### src/rtl/ppu_cmd_fifo.sv
// Ordered command buffer between the processor PPU store path and the PPU command input.
// Optional saturating drop counter output enabled by defining PPU_FIFO_DROP_CNT_EN.
module ppu_cmd_fifo #(
  parameter int DEPTH = 16,
  parameter int GAP   = 3,
  parameter int DW    = 32
) (
  input  logic                   sys_clk,
  input  logic                   rst_n,
  input  logic                   ppu_send,
  input  logic [DW-1:0]          interface_data,
  input  logic                   ppu_ready,
  input  logic                   clr_ovf,
  output logic                   receive,
  output logic [DW-1:0]          ppu_data,
  output logic                   full,
  output logic                   empty,
  output logic [$clog2(DEPTH):0] count,
  output logic                   overflow
`ifdef PPU_FIFO_DROP_CNT_EN
  ,
  output logic [15:0]            drop_cnt
`endif
);

  localparam int AW = $clog2(DEPTH);
  localparam int CW = AW + 1;
  localparam int GW = (GAP < 1) ? 1 : $clog2(GAP + 1);
  localparam logic [CW-1:0] FULL_CNT = CW'(DEPTH);
  localparam logic [GW-1:0] GAP_LOAD = GW'(GAP);

  logic [DW-1:0] mem [DEPTH];
  logic [AW-1:0] wr_ptr;
  logic [AW-1:0] rd_ptr;
  logic [GW-1:0] gap_cnt;
  logic          wr_ok;
  logic          rd_fire;
  logic          drop;

  function automatic logic [GW-1:0] sat_dec(input logic [GW-1:0] v);
    return (v == '0) ? '0 : v - 1'b1;
  endfunction

  function automatic logic [15:0] sat_inc16(input logic [15:0] v);
    return (v == 16'hFFFF) ? v : v + 1'b1;
  endfunction

  assign full    = (count == FULL_CNT);
  assign empty   = (count == '0);
  assign rd_fire = !empty && ppu_ready && (gap_cnt == '0);
  // A full FIFO still accepts a write when a word leaves on the same edge.
  assign wr_ok   = ppu_send && (!full || rd_fire);
  assign drop    = ppu_send && full && !rd_fire;

  always_ff @(posedge sys_clk) begin
    if (wr_ok) mem[wr_ptr] <= interface_data;
  end

  // Issue stage: mem[rd_ptr] is read before any same-edge write lands there.
  always_ff @(posedge sys_clk) begin
    if (!rst_n) begin
      wr_ptr   <= '0;
      rd_ptr   <= '0;
      count    <= '0;
      gap_cnt  <= '0;
      receive  <= 1'b0;
      ppu_data <= '0;
      overflow <= 1'b0;
    end else begin
      receive <= rd_fire;
      if (wr_ok) wr_ptr <= wr_ptr + 1'b1;
      if (rd_fire) begin
        rd_ptr   <= rd_ptr + 1'b1;
        ppu_data <= mem[rd_ptr];
        gap_cnt  <= GAP_LOAD;
      end else begin
        gap_cnt  <= sat_dec(gap_cnt);
      end
      case ({wr_ok, rd_fire})
        2'b10:   count <= count + 1'b1;
        2'b01:   count <= count - 1'b1;
        default: count <= count;
      endcase
      if (drop)         overflow <= 1'b1;
      else if (clr_ovf) overflow <= 1'b0;
    end
  end

`ifdef PPU_FIFO_DROP_CNT_EN
  always_ff @(posedge sys_clk) begin
    if (!rst_n)       drop_cnt <= '0;
    else if (drop)    drop_cnt <= clr_ovf ? 16'd1 : sat_inc16(drop_cnt);
    else if (clr_ovf) drop_cnt <= '0;
  end
`endif

endmodule

### config.mk
export PLATFORM = sky130hd
export DESIGN_NAME = ppu_cmd_fifo
export DESIGN_NICKNAME = d
export VERILOG_FILES = /design/src/rtl/ppu_cmd_fifo.sv
export SDC_FILE = /design/constraint.sdc
export NUM_CORES = 1
export LEC_CHECK = 0
export ABC_AREA = 1
export BUFFER_PORTS_ARGS = -buffer_cell sky130_fd_sc_hd__buf_4
export CAP_MARGIN = 0
export CORE_AREA = 2 2 235 260
export DETAILED_ROUTE_END_ITERATION = 12
export DIE_AREA = 0 0 237 262
export PLACE_DENSITY = 0.63
export SLEW_MARGIN = 20
export SYNTH_ARGS = -nofsm -noshare
export SYNTH_HDL_FRONTEND = slang
export SYNTH_SLANG_ARGS = --single-unit
### constraint.sdc
create_clock -name sys_clk -period 3.9 [get_ports sys_clk]
set_input_delay 0.78 -clock sys_clk [delete_from_list [all_inputs] [get_ports sys_clk]]
set_output_delay 0.78 -clock sys_clk [all_outputs]
set_load 0.02 [all_outputs]
Yosys cells after proc, flatten, opt, wreduce, memory -nomap -nowiden --
Memory sizes are Yosys's and may differ from the RTL's. A register that Yosys moved wholly into a read port is not among the register bits. Cells that the tools add are included.
Word-level totals: register bits 17, RAM bits 512, output and inout port bits 41, memories 1
Cells by class: add/subtract/negate cells 5, equal/unequal tests 3, mux-type cells 7, reduce and logical (&&, ||, !) cells 14
Memories:
- mem | depth 16, width 32, rd ports 1, clocked after memory_dff 1, write ports 1, line 32 | logic [DW-1:0] mem [DEPTH];
Operators by type and width (number):
- $pmux W5 S2 | 1
- $add A4 B1 Y4 const B | 2
- $add A5 B1 Y5 const B | 1
- $eq A5 B5 Y1 const B | 1
- $logic_and A1 B1 Y1 | 5
- $logic_not A5 Y1 | 1
- $sub A5 B1 Y5 const B | 1
- $logic_not A1 Y1 | 4
- $mux W1 | 4
- $mux W2 | 2
- $reduce_bool A2 Y1 | 2
- $eq A2 B1 Y1 const B | 1
- $eq A2 B2 Y1 const B | 1
- $logic_not A2 Y1 | 1
- $sub A2 B1 Y2 const B | 1
- $logic_or A1 B1 Y1 | 1

Longest topological paths before layout --
Gate-level depths: netlist of run 1.
depth in word-level cells 8, gate-level depth with buffers 13, gate-level depth less buffers 13

Least setup slack after synthesis of run 1 --
No wires, ideal clock.
kind input to register, start point in ppu_ready, end point mem mem[11][0], enable pin, setup time 421 ps, arrival 2732 ps, required time 3479 ps, path slack 747 ps, stages 5, cells stage by stage nor3b_2 > o21ai_2 > inv_1 > nand2_1 > nor2_1
On the way: word-level cells in the longest chain between the ends 6
Ends and longest elaborated chain:
- start: declaration | line 12 | input logic ppu_ready,
- $logic_and A1 B1 Y1 (2 in a row) | line 50 | assign rd_fire = !empty && ppu_ready && (gap_cnt == '0);
- $logic_or A1 B1 Y1 | line 52 | assign wr_ok = ppu_send && (!full || rd_fire);
- $logic_and A1 B1 Y1 | line 52
- $mux W1 | line 56 | if (wr_ok) mem[wr_ptr] <= interface_data;
- $mux W1 (not written as such) | line 56
- end: declaration | line 32
Every way passes these cells.

Worst setup path after layout of run 1 --
start point reg count[3], end point mem mem[4][28], enable pin
On the way: word-level cells in the longest chain between the ends 8
Ends and longest elaborated chain:
- start: declaration | line 18 | output logic [$clog2(DEPTH):0] count,
- start signal: assignment | line 80 | 2'b10: count <= count + 1'b1;
- start signal: assignment | line 81 | 2'b01: count <= count - 1'b1;
- start signal: assignment | line 82 | default: count <= count;
- $logic_not A5 Y1 | line 49 | assign empty = (count == '0);
- $logic_not A1 Y1 | line 50
- $logic_and A1 B1 Y1 (2 in a row) | line 50
- $logic_or A1 B1 Y1 * | line 52
- $logic_and A1 B1 Y1 * | line 52
- $mux W1 * | line 56
- $mux W1 (not written as such) * | line 56
Every way passes the cells marked *; elsewhere a longest branch is shown, timed or not.

==> results of run 1 <==
## worst max path at each step
stage	endpoint	slack [ns]	from
final	mem[4][28]	1.33	count[3]
after global placement	mem[3][23]	0.90	ppu_ready
after global routing	mem[3][29]	1.11	count[0]
after detailed placement	mem[4][26]	0.85	ppu_ready
after floorplan	mem[11][0]	0.75	ppu_ready
after CTS	mem[4][25]	1.30	count[1]
## state kept, by name (all words and copies together) (netlist names)
register and flops:
rd_ptr 4, count 5, ppu_data 32, mem 512, receive 1, gap_cnt 2, wr_ptr 4, overflow 1
## per-stage QoR
stage,util [%],worst slack (ns)
floorplan,-,0.747
global placement,42.2,0.896
detailed placement,42.2,0.847
CTS,45.3,1.30
global route,45.3,1.11
finish,45.3,1.33
## worst max-delay path, stage by stage (launching register included)
cell and delay (ns):
dfxtp_1 0.41, nor2_1 0.08, nand3_1 0.18, o21ai_2 0.16
inv_1 0.15, nand2_1 0.24, nor2_4 0.73, buf_4 0.31
## final cells by class
cell class / instances / area [µm²]
clock inverters: 25 / 364
multi-input cells: 1285 / 5590
clock buffers: 76 / 1440
diodes: 1 / 2.50
fillers: 5343 / 32500
flip-flops and latches: 561 / 16400
well taps: 768 / 961
inverters: 313 / 1180
repair buffers: 117 / 991
## power breakdown
group | total (mW) | internal, mW | leakage (nW) | switching (mW)
Combinational | 4.65 | 1.46 | 5.20 | 3.19
Clock | 5.38 | 3.18 | 0.874 | 2.20
Sequential | 7.20 | 6.90 | 5.03 | 0.296
Total | 17.2 | 11.5 | 11.1 | 5.69
## logic make-up after synthesis
logic type	count (synthesis)	share of synthesized area, %
xor gates and xnor gates	3	0.111
adders and majority gates	9	0.508
buffers and inverters	431	7.62
DFF	561	69.2
AOI/OAI and AO/OA	52	1.15
and+or+nand+nor	1221	21.4
## routing by layer
metal / vias to the layer above / GRT usage (%) / part of all wire [%]
met4: 0 / 6.87 / 3.0
li1: 7535 / - / -
met3: 94 / 2.41 / 5.9
met5: - / 0 / 0
met1: 7523 / 23.2 / 41
met2: 495 / 32.5 / 50
## cell usage after synthesis (all sizes together)
cell type / count
buf: 72
clkbuf: 46
edfxtp: 512
xor2: 2
nand2: 698
dfxtp: 49
a21oi: 11
nor3b: 1
nand3b: 1
nand3: 363
nor2: 157
xnor2: 1
nor3: 1
o21ai: 38
o21bai: 1
fa: 1
o211ai: 2
inv: 313
ha: 8
==> flow_metrics.env, run 1 <==
export IMPL_synth_seq_cells=561
export IMPL_timing_rr_end="mem[4][28]"
export IMPL_syn_instance_count=2277
export IMPL_fin_crit_ns=2.57
export IMPL_reg2reg_depth=7
export IMPL_ir_drop_v=0.000364
export IMPL_critPathCaptureType="flip-flop"
export IMPL_grt_max_degree=85
export IMPL_start_util_pct=39.8
export IMPL_rsz0062_at_grt="no"
export IMPL_wl_per_cell_um=18.2
export IMPL_antenna_found_initial=1
export IMPL_area_growth_pct=13.9
export IMPL_drive_gt1_share_pct=9.21
export IMPL_finalHoldViolCount=0
export IMPL_r2r_slack_ns=1.33
export IMPL_crit_fanout=20
export IMPL_status="completed"
export IMPL_synth_avg_cell_area_um2=10.4
export IMPL_min_path_type="in -> reg"
export IMPL_clock_skew_ns=0.0168
export IMPL_final_area_mm2=0.0269
export IMPL_instances_no_fill=3146
export IMPL_layout_common_cells="nand2_1 (697), edfxtp_1 (512), nand3_1 (363)"
export IMPL_cts_resized=0
export IMPL_post_cts_buffers=0
export IMPL_ios=78
export IMPL_tightest_slew_ns=1.06
export IMPL_wl_um=57300
export IMPL_period_share_pct=66.0
export IMPL_grt_pass1_vias=15272
export IMPL_dpl_cell_area_mm2=0.0251
export IMPL_p_leak_nw=11.1
export IMPL_cts_path_max_buffers=3
export IMPL_max_freq_ghz=0.389
export IMPL_arrival_ns=2.86
export IMPL_clkTransAtPathRegs_ns=0.07
export IMPL_syn_num_nets=2323
export IMPL_critPathLaunchType="flip-flop"
export IMPL_syn_cell_area_mm2=0.0236
export IMPL_finalSetupTns_ns=0
export IMPL_grt_usage_pct=18.4
export IMPL_root_buffer="clkbuf_16"
export IMPL_vias_per_cell=4.97
export IMPL_worstSetupPathType="reg -> reg"
export IMPL_drtIter0Drc=1468
export IMPL_die_area_mm2=0.0621
export IMPL_hold_end="overflow"
export IMPL_hold_buffers=0
export IMPL_synth_top_cell_by_area="edfxtp_1"
export IMPL_synth_top_area_share_pct=65.1
export IMPL_crit_reg2reg_launch="count[3]"
export IMPL_rows=94
export IMPL_ys_seq_area_share_pct=69.2
export IMPL_dr_total_vias=15647
export IMPL_dieHeight_um=262
export IMPL_dpl_hpwl_um=32000
export IMPL_setup_viol=0
export IMPL_core_area_mm2=0.0594
export IMPL_nNetsFinal=2378
export IMPL_crit_required_ns=4.19
export IMPL_p_per_area_mw_per_mm2=640
export IMPL_placed_cells=3044
export IMPL_synth_distinct_cells=26
export IMPL_h_tree_depth=2
export IMPL_grt_pass1_wl_um=87900
export IMPL_min_path_cells=4
export IMPL_die_x_um=237
export IMPL_final_max_slew_viol_count=0
export IMPL_numCtsBuffers=54
export IMPL_dr_pass1_iters=5
export IMPL_power_mw=17.2
export IMPL_insertion_delay_ns=0.60
export IMPL_cts_tree="done"
export IMPL_yosysWarningCount=0
export IMPL_synth_area_top_cells="edfxtp_1 (65%), nand2_1 (11%), nand3_1 (7.7%)"
export IMPL_mostFrequentLayoutCell="nand2_1"
export IMPL_grt_overflow=0
export IMPL_place_gp_congestion=0.824
export IMPL_drc=0
export IMPL_cts_sinks=561
export IMPL_slew_limit_headroom_pct=29.1
export IMPL_cap_viol_max_count=0
export IMPL_hold_slack_ns=0.428
export IMPL_holdCritStartpoint="clr_ovf"
export IMPL_io_buffers=77
export IMPL_drt_antenna_violating_nets=0
No activity file was read; power rests on OpenSTA's default activity.
==> run 2: changes to the inputs <==
==> constraint.sdc (replaced) <==
create_clock -name sys_clk -period 2.7 [get_ports sys_clk]
set_input_delay 0.54 -clock sys_clk [delete_from_list [all_inputs] [get_ports sys_clk]]
set_output_delay 0.54 -clock sys_clk [all_outputs]
set_load 0.02 [all_outputs]
==> flow_metrics.env, run 2 (same netlist as run 1, synthesis figures left out) <==
export IMPL_crit_path_max_incr_delay_ns=0.35
export IMPL_wl_per_cell_um=18.2
export IMPL_start_util_pct=39.8
export IMPL_drt_antenna_violating_nets=0
export IMPL_drc=0
export IMPL_worstSetupPathType="reg -> reg"
export IMPL_cts_tree="done"
export IMPL_drtIter0Drc=1304
export IMPL_critPathLaunchType="flip-flop"
export IMPL_clock_skew_ns=0.0165
export IMPL_layout_common_cells="nand2_1 (697), edfxtp_1 (512), nand3_1 (363)"
export IMPL_dr_total_vias=15689
export IMPL_nNetsFinal=2392
export IMPL_slowest_stage="dfxtp_1"
export IMPL_dpl_hpwl_um=32100
export IMPL_rsz0062_at_grt="no"
export IMPL_cts_resized=0
export IMPL_power_mw=24.8
export IMPL_dieHeight_um=262
export IMPL_post_cts_buffers=0
export IMPL_num_fill_cells=5284
export IMPL_area_growth_pct=14.9
export IMPL_hold_buffers=0
export IMPL_h_tree_depth=2
export IMPL_cts_path_max_buffers=3
export IMPL_clkTransAtPathRegs_ns=0.06
export IMPL_instances_no_fill=3159
export IMPL_grt_pass1_vias=15450
export IMPL_root_buffer="clkbuf_16"
export IMPL_crit_required_ns=3.17
export IMPL_ios=78
export IMPL_largest_register="mem"
export IMPL_rows=94
export IMPL_min_path_type="in -> reg"
export IMPL_dpl_cell_area_mm2=0.0254
export IMPL_status="completed"
export IMPL_drive_gt1_share_pct=9.96
export IMPL_cts_sinks=561
export IMPL_finalHoldViolCount=0
export IMPL_die_x_um=237
export IMPL_vias_per_cell=4.97
export IMPL_final_area_mm2=0.0271
export IMPL_tightest_slew_ns=0.914
export IMPL_arrival_ns=2.70
export IMPL_setup_viol=0
export IMPL_period_share_pct=82.6
export IMPL_slew_limit_headroom_pct=39.1
export IMPL_mostFrequentLayoutCell="nand2_1"
export IMPL_antenna_found_initial=1
export IMPL_placed_cells=3059
export IMPL_grt_max_degree=159
export IMPL_top_regs="mem x512, ppu_data x32, count x5"
export IMPL_place_gp_congestion=0.769
export IMPL_grt_usage_pct=18.5
export IMPL_crit_fanout=10
export IMPL_dr_pass1_iters=5
export IMPL_grt_pass1_wl_um=89000
export IMPL_fin_crit_ns=2.23
export IMPL_final_max_slew_viol_count=0
export IMPL_max_freq_ghz=0.449
export IMPL_p_leak_nw=11.2
export IMPL_wl_um=57400
export IMPL_worstPathCellList="nor2_1 > nand3_1 > nand2_2 > clkinv_2 > nand2_1 > inv_1 > ha_1 > a21oi_1 > nand3_1 > nand2_1 > nand3_1 > nand2_1 > nor2_1"
export IMPL_critPathCaptureType="flip-flop"
export IMPL_p_per_area_mw_per_mm2=915
export IMPL_grt_overflow=0
export IMPL_io_buffers=77
export IMPL_utilization_pct=45.7
export IMPL_numCtsBuffers=53
export IMPL_core_area_mm2=0.0594
export IMPL_largest_reg_flops=512
export IMPL_ir_drop_v=0.000640
export IMPL_insertion_delay_ns=0.59
export IMPL_cap_viol_max_count=0
export IMPL_die_area_mm2=0.0621
export IMPL_r2r_slack_ns=0.47
-- run 2: changes by cell type in the layout (fill, tap and decap cells not counted), sizes merged --
cell / previous run / this run
clkinvlp: 1 / 2
bufinv: 9 / 6
buf: 117 / 132
clkinv: 15 / 21
clkbuf: 76 / 70
-- run 2: critical path, delay by kind of cell, from the launching register on --
family | cells | cell delay [ns]
simple gates | 9 | 1.07
flops | 1 | 0.35
fa+ha+maj | 1 | 0.33
compound gates | 1 | 0.20
buf+inv | 2 | 0.18
-- run 2: worst paths after layout --
kind	from	endpoint	cells past startpoint
setup / recovery	count[1]	count[4]	13
hold / removal	clr_ovf	overflow	4
setup reg to reg	count[1]	count[4]	13
hold reg to reg	overflow	overflow	2
-- run 2: metrics by stage --
| stage | hold WS, ns | TNS [ns] | setup slack, ns |
|---|---|---|---|
| after floorplan | 0.461 | -67.23 | -0.213 |
| after global placement | 0.475 | 0 | 0.454 |
| after detailed placement | 0.493 | 0 | 0.396 |
| after CTS | 0.213 | 0 | 0.484 |
| after global routing | 0.226 | 0 | 0.239 |
| final | 0.235 | 0 | 0.471 |
-- run 2: area by class of cell --
class                      count  area, µm²  area share [%]
clock inverter                29        292            1.07
sequential                   561      16400            60.3
multi-input combinational   1285       5590            20.6
clock buffer                  70       1470            5.42
antenna                        1       2.50         0.00922
inverter                     313       1180            4.36
timing repair buffer         132       1280            4.71
tap                          768        961            3.54
-- run 2: power breakdown --
part | switching (mW) | internal [mW]
Combinational | 4.74 | 2.27
Sequential | 0.311 | 9.97
Clock | 3.16 | 4.40
-- run 2: per-layer routing --
layer	vias to the layer above	part of all wire, %	GRT usage (%)	routed length, µm
li1	7553	-	-	-
met1	7588	42	23.8	24400
met2	453	49	32.4	28400
met3	95	5.8	2.91	3350
met4	0	2.3	5.70	1340
met5	-	0	0	0
